## src/rtl/pcie_tx_scheduler.sv

```systemverilog
// rtl/pcie_tx_scheduler.sv - TX arbiter feeding the PHY mux: ordered sets, SKP, DLLP, atomic TLPs, idle.
// Select code and beat are registered together so the mux and encoder see them aligned.
module pcie_tx_scheduler #(
  parameter int                    DATA_WIDTH   = 128,
  parameter int                    SKP_INTERVAL = 1180,
  parameter logic [DATA_WIDTH-1:0] SKP_PATTERN  = {16{8'hAA}},
  parameter logic [DATA_WIDTH-1:0] IDLE_PATTERN = '0
) (
  input  logic                  clk,
  input  logic                  reset,
  input  logic                  link_up,
  input  logic                  tlp_valid,
  input  logic [DATA_WIDTH-1:0] tlp_data,
  input  logic                  tlp_last,
  output logic                  tlp_ready,
  input  logic                  dllp_valid,
  input  logic [DATA_WIDTH-1:0] dllp_data,
  output logic                  dllp_ready,
  input  logic                  os_valid,
  input  logic [DATA_WIDTH-1:0] os_data,
  output logic                  os_ready,
  output logic [1:0]            sel,
  output logic [DATA_WIDTH-1:0] data_out,
  output logic                  skp_inserted,
  output logic                  tlp_underrun
);

  localparam int CW = (SKP_INTERVAL > 2) ? $clog2(SKP_INTERVAL) : 1;
  localparam logic [CW-1:0] SKP_LAST = CW'(SKP_INTERVAL - 1);

  localparam logic [1:0] SEL_TLP  = 2'b00;
  localparam logic [1:0] SEL_DLLP = 2'b01;
  localparam logic [1:0] SEL_OS   = 2'b10;
  localparam logic [1:0] SEL_IDLE = 2'b11;

  typedef enum logic [0:0] {
    ARB       = 1'b0,
    TLP_BURST = 1'b1
  } state_t;

  state_t                  state, state_nxt;
  logic [CW-1:0]           skp_cnt;
  logic                    skp_pending;
  logic                    skp_go;
  logic                    underrun_go;
  logic [1:0]              sel_nxt;
  logic [DATA_WIDTH-1:0]   data_nxt;

  // With the link down the burst is abandoned, so ordered sets are served as if in ARB.
  always_comb begin
    os_ready    = 1'b0;
    dllp_ready  = 1'b0;
    tlp_ready   = 1'b0;
    skp_go      = 1'b0;
    underrun_go = 1'b0;
    state_nxt   = state;
    sel_nxt     = SEL_IDLE;
    data_nxt    = IDLE_PATTERN;

    if (!reset) begin
      if (!link_up) begin
        state_nxt = ARB;
        os_ready  = os_valid;
      end else if (state == TLP_BURST) begin
        tlp_ready   = tlp_valid;
        underrun_go = !tlp_valid;
        if (tlp_valid && tlp_last)
          state_nxt = ARB;
      end else begin
        if (os_valid)
          os_ready = 1'b1;
        else if (skp_pending)
          skp_go = 1'b1;
        else if (dllp_valid)
          dllp_ready = 1'b1;
        else if (tlp_valid) begin
          tlp_ready = 1'b1;
          if (!tlp_last)
            state_nxt = TLP_BURST;
        end
      end
    end

    if (os_ready) begin
      sel_nxt  = SEL_OS;
      data_nxt = os_data;
    end else if (skp_go) begin
      sel_nxt  = SEL_OS;
      data_nxt = SKP_PATTERN;
    end else if (dllp_ready) begin
      sel_nxt  = SEL_DLLP;
      data_nxt = dllp_data;
    end else if (tlp_ready) begin
      sel_nxt  = SEL_TLP;
      data_nxt = tlp_data;
    end
  end

  always_ff @(posedge clk) begin
    if (reset) begin
      state        <= ARB;
      sel          <= SEL_IDLE;
      data_out     <= IDLE_PATTERN;
      skp_inserted <= 1'b0;
      tlp_underrun <= 1'b0;
    end else begin
      state        <= state_nxt;
      sel          <= sel_nxt;
      data_out     <= data_nxt;
      skp_inserted <= skp_go;
      tlp_underrun <= underrun_go;
    end
  end

  // An expiry on the same edge as an insertion re-arms the request rather than losing it.
  always_ff @(posedge clk) begin
    if (reset || !link_up) begin
      skp_cnt     <= '0;
      skp_pending <= 1'b0;
    end else if (skp_cnt == SKP_LAST) begin
      skp_cnt     <= '0;
      skp_pending <= 1'b1;
    end else begin
      skp_cnt <= skp_cnt + CW'(1);
      if (skp_go)
        skp_pending <= 1'b0;
    end
  end

endmodule

```

## config.mk

```make
export PLATFORM = sky130hd
export DESIGN_NAME = pcie_tx_scheduler
export DESIGN_NICKNAME = d
export VERILOG_FILES = /design/src/rtl/pcie_tx_scheduler.sv
export SDC_FILE = /design/constraint.sdc
export NUM_CORES = 1
export LEC_CHECK = 0
export ABC_AREA = 0
export BUFFER_PORTS_ARGS = -buffer_cell sky130_fd_sc_hd__buf_2
export CAP_MARGIN = 20
export CORE_AREA = 5 5 200 202
export DETAILED_ROUTE_END_ITERATION = 6
export DIE_AREA = 0 0 205 207
export MAX_ROUTING_LAYER = met4
export SLEW_MARGIN = 20
export SYNTH_ARGS = -nofsm -noshare
export SYNTH_HDL_FRONTEND = slang
export SYNTH_SLANG_ARGS = --single-unit
```

## constraint.sdc

```tcl
create_clock -name clk -period 2.14 [get_ports clk]
set_clock_uncertainty 0.15 [all_clocks]
set_input_delay 0.428 -clock clk [delete_from_list [all_inputs] [get_ports clk]]
set_output_delay 0.428 -clock clk [all_outputs]
set_load 0.1 [all_outputs]
```

==> results.cfg, run 1 <==
[outcome]
status = finished, violations left
violations = setup timing

[worst_setup_path]
cp-endpoint = dllp_ready
crit_type = reg2out
r2r_setup_slack_ns = 0.06
cp-end-kind = output port
cp_max_fo = 3
crit_path_start_kind = flop
worstPathRequired_ns = 1.56
arrival_ns = 1.88
reg2regPathDepth = 4
r2r_end = data_out[106]$_SDFF_PP0_
cp-startpoint = state$_SDFF_PP0_
r2r-start = state$_SDFF_PP0_

[drt]
dr_wl_met2_mm = 15.20
viasPerCell = 4.470
ant_nets = 0
avgRoutedWirePerCell_um = 19.21
vias = 7478
drtIter0Drc = 528
drt_pre_antenna_iters = 6
drc = 0
highest_layer = met4
wl_met1_mm = 12.54
routed_wl_mm = 32.14
wl_met3_mm = 3.478

[floorplanning]
start_util = 0.1592
die-area_mm2 = 0.04244
core_mm2 = 0.03811
die_h_um = 207
io_pins = 526
die_x_um = 205
fp-row-count = 72

[cells_and_area]
final_cells = 1673
seqCellArea_mm2 = 0.002908
multi_input_area_mm2 = 0.002892
area_growth_pct = 67.75
layout_common_cells = buf_2, dfxtp_1, a221o_1
layout_commonest_cell = buf_2
drive_gt1_frac = 0.5274
nFillCells = 4119
fin_nets = 1528

[cts]
cts-root-buf = clkbuf_16
h-tree-depth = 4
cts.clk_slew.worst_paths_ns = 0.06
cts_made_buffers = 17
cts_tree = done
clock-sinks = 145
cts_buffer_depth = 2
clkLatencyLatePin_ns = 0.44

[global_routing]
antenna_found_initial = 7
grt_pass1_vias = 7341
gr-total-overflow = 0
grt_pass1_wl_mm = 44.94
grt_usage = 0.1453
grt_max_degree = 50

[timing]
rsz0062_at_grt = yes
period_share = 1.148
slew_violations = 0
setup_violations = 1
fmax_ghz = 0.4071
fin_ws_ns = -0.3166
min_period_ns = 2.457
relSlewSlack = 0.6452
worstMarginPinSlew_ns = 0.5359
finalHoldViolCount = 0

[yosys]
synthFlopType = dfxtp_1
synth_cells = 620
syn_nets = 1012
synthDistinctLibCells = 38
synth_area_per_cell_um2 = 9.786
ys.warnings.count = 0
netlist_area_mm2 = 0.006067
seq_area_frac_synth = 0.4784
synth-seq-cells = 145
synth_edf_count = 0
async_reset_ff_frac = 0

[placement]
placement.io_buffers = 525
dpl.hpwl_mm = 25.61
place_congestion = 0.8963
place_ws_ns = -0.2552
place_inst = 1631

[pwr]
leakagePower_nw = 4.725
pwr_density_cell_mw_per_mm2 = 799.3
ir_worst_vdd_uv = 457.5

[min_path]
hold_class = in2reg

[run]
drv_cap = 0
## final cells by class
class / count / area share
repair buffers: 570 / 0.3065
flip-flops and latches: 145 / 0.2857
multi-input cells: 401 / 0.2841
well taps: 518 / 0.06368
clock buffers: 24 / 0.04832
clock inverters: 8 / 0.009835
diodes: 6 / 0.001475
inverters: 1 / 0.0003688
## through the flow
step	total power [W]	hold WS, ns	area, um^2	TNS (ns)	util
floorplan	0.004436	0.2675	6092	-0.1764	-
global placement	0.005139	0.2816	9527	-14.37	0.2500
detailed placement	0.005151	0.2989	9527	-16.18	0.2500
CTS	0.008240	0.01443	10160	-0.3841	0.2665
global route	0.008445	0.02010	10180	-0.9284	0.2671
finish	0.008135	0.05700	10180	-0.3166	0.2671
## metal layers
| layer | vias to the layer above | track usage |
|---|---|---|
| li1 | 3455 | - |
| met1 | 3489 | 0.1660 |
| met2 | 491 | 0.2310 |
| met3 | 43 | 0.05036 |
| met4 | 0 | 0.06237 |
| met5 | - | - |
## sequential cells by signal, summed over array words and instances, names as in the netlist
| name | count |
|---|---|
| sel | 2 |
| data_out | 128 |
| tlp_underrun | 1 |
| state | 1 |
| skp_inserted | 1 |
| skp_cnt | 11 |
| skp_pending | 1 |
## cells in the mapped netlist, types with 3 or more instances
cell type / n / area share
buf_2: 3 / 0.0025
buf_6: 4 / 0.0074
o2111ai_1: 12 / 0.017
o31ai_1: 4 / 0.0049
or4_1: 4 / 0.0049
dfxtp_1: 145 / 0.48
nand3_1: 4 / 0.0033
nor3b_1: 65 / 0.080
nand2_1: 5 / 0.0031
or2_0: 10 / 0.010
a221o_1: 116 / 0.19
a21oi_1: 72 / 0.059
clkbuf_1: 64 / 0.040
a311oi_1: 12 / 0.017
nor2_1: 71 / 0.044
o21ai_0: 3 / 0.0025
## critical path, stage by stage (launching register included)
cell and delay (ns):
dfxtp_2 0.34, or4b_4 0.50, nor3b_4 0.27, buf_12 0.16
buf_12 0.16
## kinds of logic after synthesis
family / Yosys count / share of synthesized area
AOI/OAI and AO/OA: 224 / 0.3003
xor gates and xnor gates: 3 / 0.004332
adders and majority gates: 1 / 0.002062
buffers and inverters: 74 / 0.05197
DFF: 145 / 0.4784
and+or+nand+nor: 173 / 0.1629
## power breakdown
part	switching, W	internal [W]	total [W]	leakage [nW]
clock	0.00120	0.00184	0.00304	0.291
sequential	0.0000553	0.00285	0.00291	1.20
combinational	0.00160	0.000584	0.00219	3.24
total	0.00286	0.00528	0.00813	4.73
## worst min-delay path by stage
stage,start,end,slack [ns],cells after the start
floorplan,skp_cnt[0]$_SDFF_PP0_,skp_cnt[0]$_SDFF_PP0_,0.27,1
global placement,skp_cnt[0]$_SDFF_PP0_,skp_cnt[0]$_SDFF_PP0_,0.28,1
detailed placement,skp_cnt[0]$_SDFF_PP0_,skp_cnt[0]$_SDFF_PP0_,0.30,1
CTS,tlp_data[11],data_out[11]$_SDFF_PP0_,0.01,2
global route,os_data[3],data_out[3]$_SDFF_PP0_,0.02,2
finish,tlp_data[11],data_out[11]$_SDFF_PP0_,0.06,2
## timing repair
item | in CTS | in global routing
hold buffers | 1 | 0
setup endpoints to repair | 3 | 34
pin swaps | 3 | 0
endpoints found under the hold margin | 1 | 0
resized for setup | 2 | 1
buffers inserted | 4 | 0
Note: power is estimated with default switching activity, not from simulation.
==> run 2, diff against run 1 <==
--- a/config.mk
+++ b/config.mk
@@ -8,9 +8,10 @@
 export ABC_AREA = 0
 export BUFFER_PORTS_ARGS = -buffer_cell sky130_fd_sc_hd__buf_2
 export CAP_MARGIN = 20
-export CORE_AREA = 5 5 200 202
+export CORE_AREA = 5 5 203 205
 export DETAILED_ROUTE_END_ITERATION = 6
-export DIE_AREA = 0 0 205 207
+export DIE_AREA = 0 0 208 210
+export GPL_TIMING_DRIVEN = 0
 export MAX_ROUTING_LAYER = met4
 export SLEW_MARGIN = 20
 export SYNTH_ARGS = -nofsm -noshare
==> constraint.sdc (replaced) <==
create_clock -name clk -period 2.4 [get_ports clk]
set_clock_uncertainty 0.15 [all_clocks]
set_input_delay 0.48 -clock clk [delete_from_list [all_inputs] [get_ports clk]]
set_output_delay 0.48 -clock clk [all_outputs]
set_load 0.1 [all_outputs]
==> results.cfg, run 2 (synthesis gave the netlist of run 1 again) <==
[outcome]
status = finished, violations left
violations = setup timing

[timing]
finalHoldViolCount = 0
slew_violations = 0
period_share = 1.070
rsz0062_at_grt = yes
min_period_ns = 2.568
fin_ws_ns = -0.1684
worstMarginPinSlew_ns = 0.8261
setup_violations = 1
relSlewSlack = 0.4493
fmax_ghz = 0.3893
finalSetupTns_ns = -0.1684

[cts]
cts_made_buffers = 17
cts_tree = done
clock-sinks = 145
h-tree-depth = 4
ctsHoldBuffers = 0
cts-root-buf = clkbuf_16
clkLatencyLatePin_ns = 0.45
cts.clk_slew.worst_paths_ns = 0.07
cts_buffer_depth = 2

[drt]
ant_nets = 0
vias = 7703
avgRoutedWirePerCell_um = 20.88
drtIter0Drc = 604
drt_pre_antenna_iters = 5
drc = 0
routed_wl_mm = 35.95
viasPerCell = 4.473

[worst_setup_path]
cp-end-kind = output port
r2r_setup_slack_ns = 0.09
arrival_ns = 1.94
cp_max_fo = 3
crit_type = reg2out
worstPathRequired_ns = 1.77
crit_path_start_kind = flop

[cells_and_area]
largest_register = data_out
fin_nets = 1567
reg_top3 = data_out x128, skp_cnt x11, sel x2
layout_commonest_cell = buf_2
drive_gt1_frac = 0.5025
layout_common_cells = buf_2, dfxtp_1, a221o_1
final_cells = 1722
area_growth_pct = 69.05
post-route-cell-area_mm2 = 0.01026
largest_reg_flops = 128

[placement]
place_congestion = 0.9788
place_inst = 1669
dpl.hpwl_mm = 29.10
dpl_cell_area_mm2 = 0.009365
placement.io_buffers = 523

[global_routing]
antenna_found_initial = 8
grt_pass1_vias = 7640
grt_usage = 0.1595
grt_max_degree = 17
grt_pass1_wl_mm = 50.32
gr-total-overflow = 0

[floorplanning]
io_pins = 526
fp-row-count = 73
die-area_mm2 = 0.04368
start_util = 0.1545
die_h_um = 210
core_mm2 = 0.03928
die_x_um = 208

[pwr]
ir_worst_vdd_uv = 424.5
leakagePower_nw = 4.715
pwr_density_cell_mw_per_mm2 = 715.2

[run]
drv_cap = 0

[min_path]
hold_class = in2reg
-- run 2: cell count changes in the layout (fill, tap and decap cells not counted), moves of 2 or more --
cell / delta
clkbuf_1: +49
clkbuf_2: +5
clkinv_2: -2
diode_2: +3
inv_6: +2
buf_4: -20
clkinv_4: +4
buf_6: +4
buf_12: -7
-- run 2: report_power, final --
| part | internal, W | total [W] | switching, W | leakage (nW) |
|---|---|---|---|---|
| sequential | 0.00254 | 0.00258 | 0.0000402 | 1.20 |
| clock | 0.00160 | 0.00277 | 0.00117 | 0.291 |
| combinational | 0.000515 | 0.00198 | 0.00146 | 3.23 |
-- run 2: worst max-delay path, cell delays in order, from the launching register on --
cell and delay (ns):
dfxtp_4 0.36, or4b_4 0.51, nor3b_4 0.28, buf_6 0.16, buf_12 0.17
-- run 2: final timing paths --
path                         start                  endpoint  cells past startpoint
max               state$_SDFF_PP0_                dllp_ready                      4
min reg2reg  skp_cnt[0]$_SDFF_PP0_     skp_cnt[0]$_SDFF_PP0_                      1
min                       tlp_last          state$_SDFF_PP0_                      2
max reg2reg       state$_SDFF_PP0_  data_out[120]$_SDFF_PP0_                      7
-- run 2: timing repair --
action / in CTS / in global routing
pin swaps: 3 / 4
resized for setup: 38 / 4
buffers inserted: 8 / 8
setup endpoints to repair: 135 / 13
-- run 2: layout make-up --
| class | count | area (um^2) |
|---|---|---|
| plain buffers | 69 | 344.1 |
| well taps | 525 | 656.9 |
| multi-input cells | 401 | 2893 |
| flip-flops and latches | 145 | 2910 |
| repair buffers | 540 | 2823 |
| inverters | 1 | 3.754 |
| clock inverters | 13 | 150.1 |
| clock buffers | 19 | 452.9 |
| fillers | 4299 | 29020 |
| diodes | 9 | 22.52 |
-- run 2: per-layer routing --
layer / global-route usage / up-vias / wire (um)
met3: 0.04718 / 53 / 2897
met1: 0.1851 / 3657 / 14470
li1: - / 3545 / -
met4: 0.06727 / 0 / 975
met5: - / - / 0
met2: 0.2589 / 448 / 17610
-- run 2: metrics by stage --
step                      power [W]    util  hold slack (ns)  worst slack [ns]
final                      0.007335  0.2611          0.04388           -0.1684
after global routing       0.007612  0.2611         0.008440           -0.2357
after CTS                  0.007425  0.2586        0.0002457           -0.3166
after detailed placement   0.004590  0.2385           0.2981            -1.341
after global placement     0.004577  0.2381           0.2793            -1.682
after floorplan            0.003953       -           0.2675          -0.08711
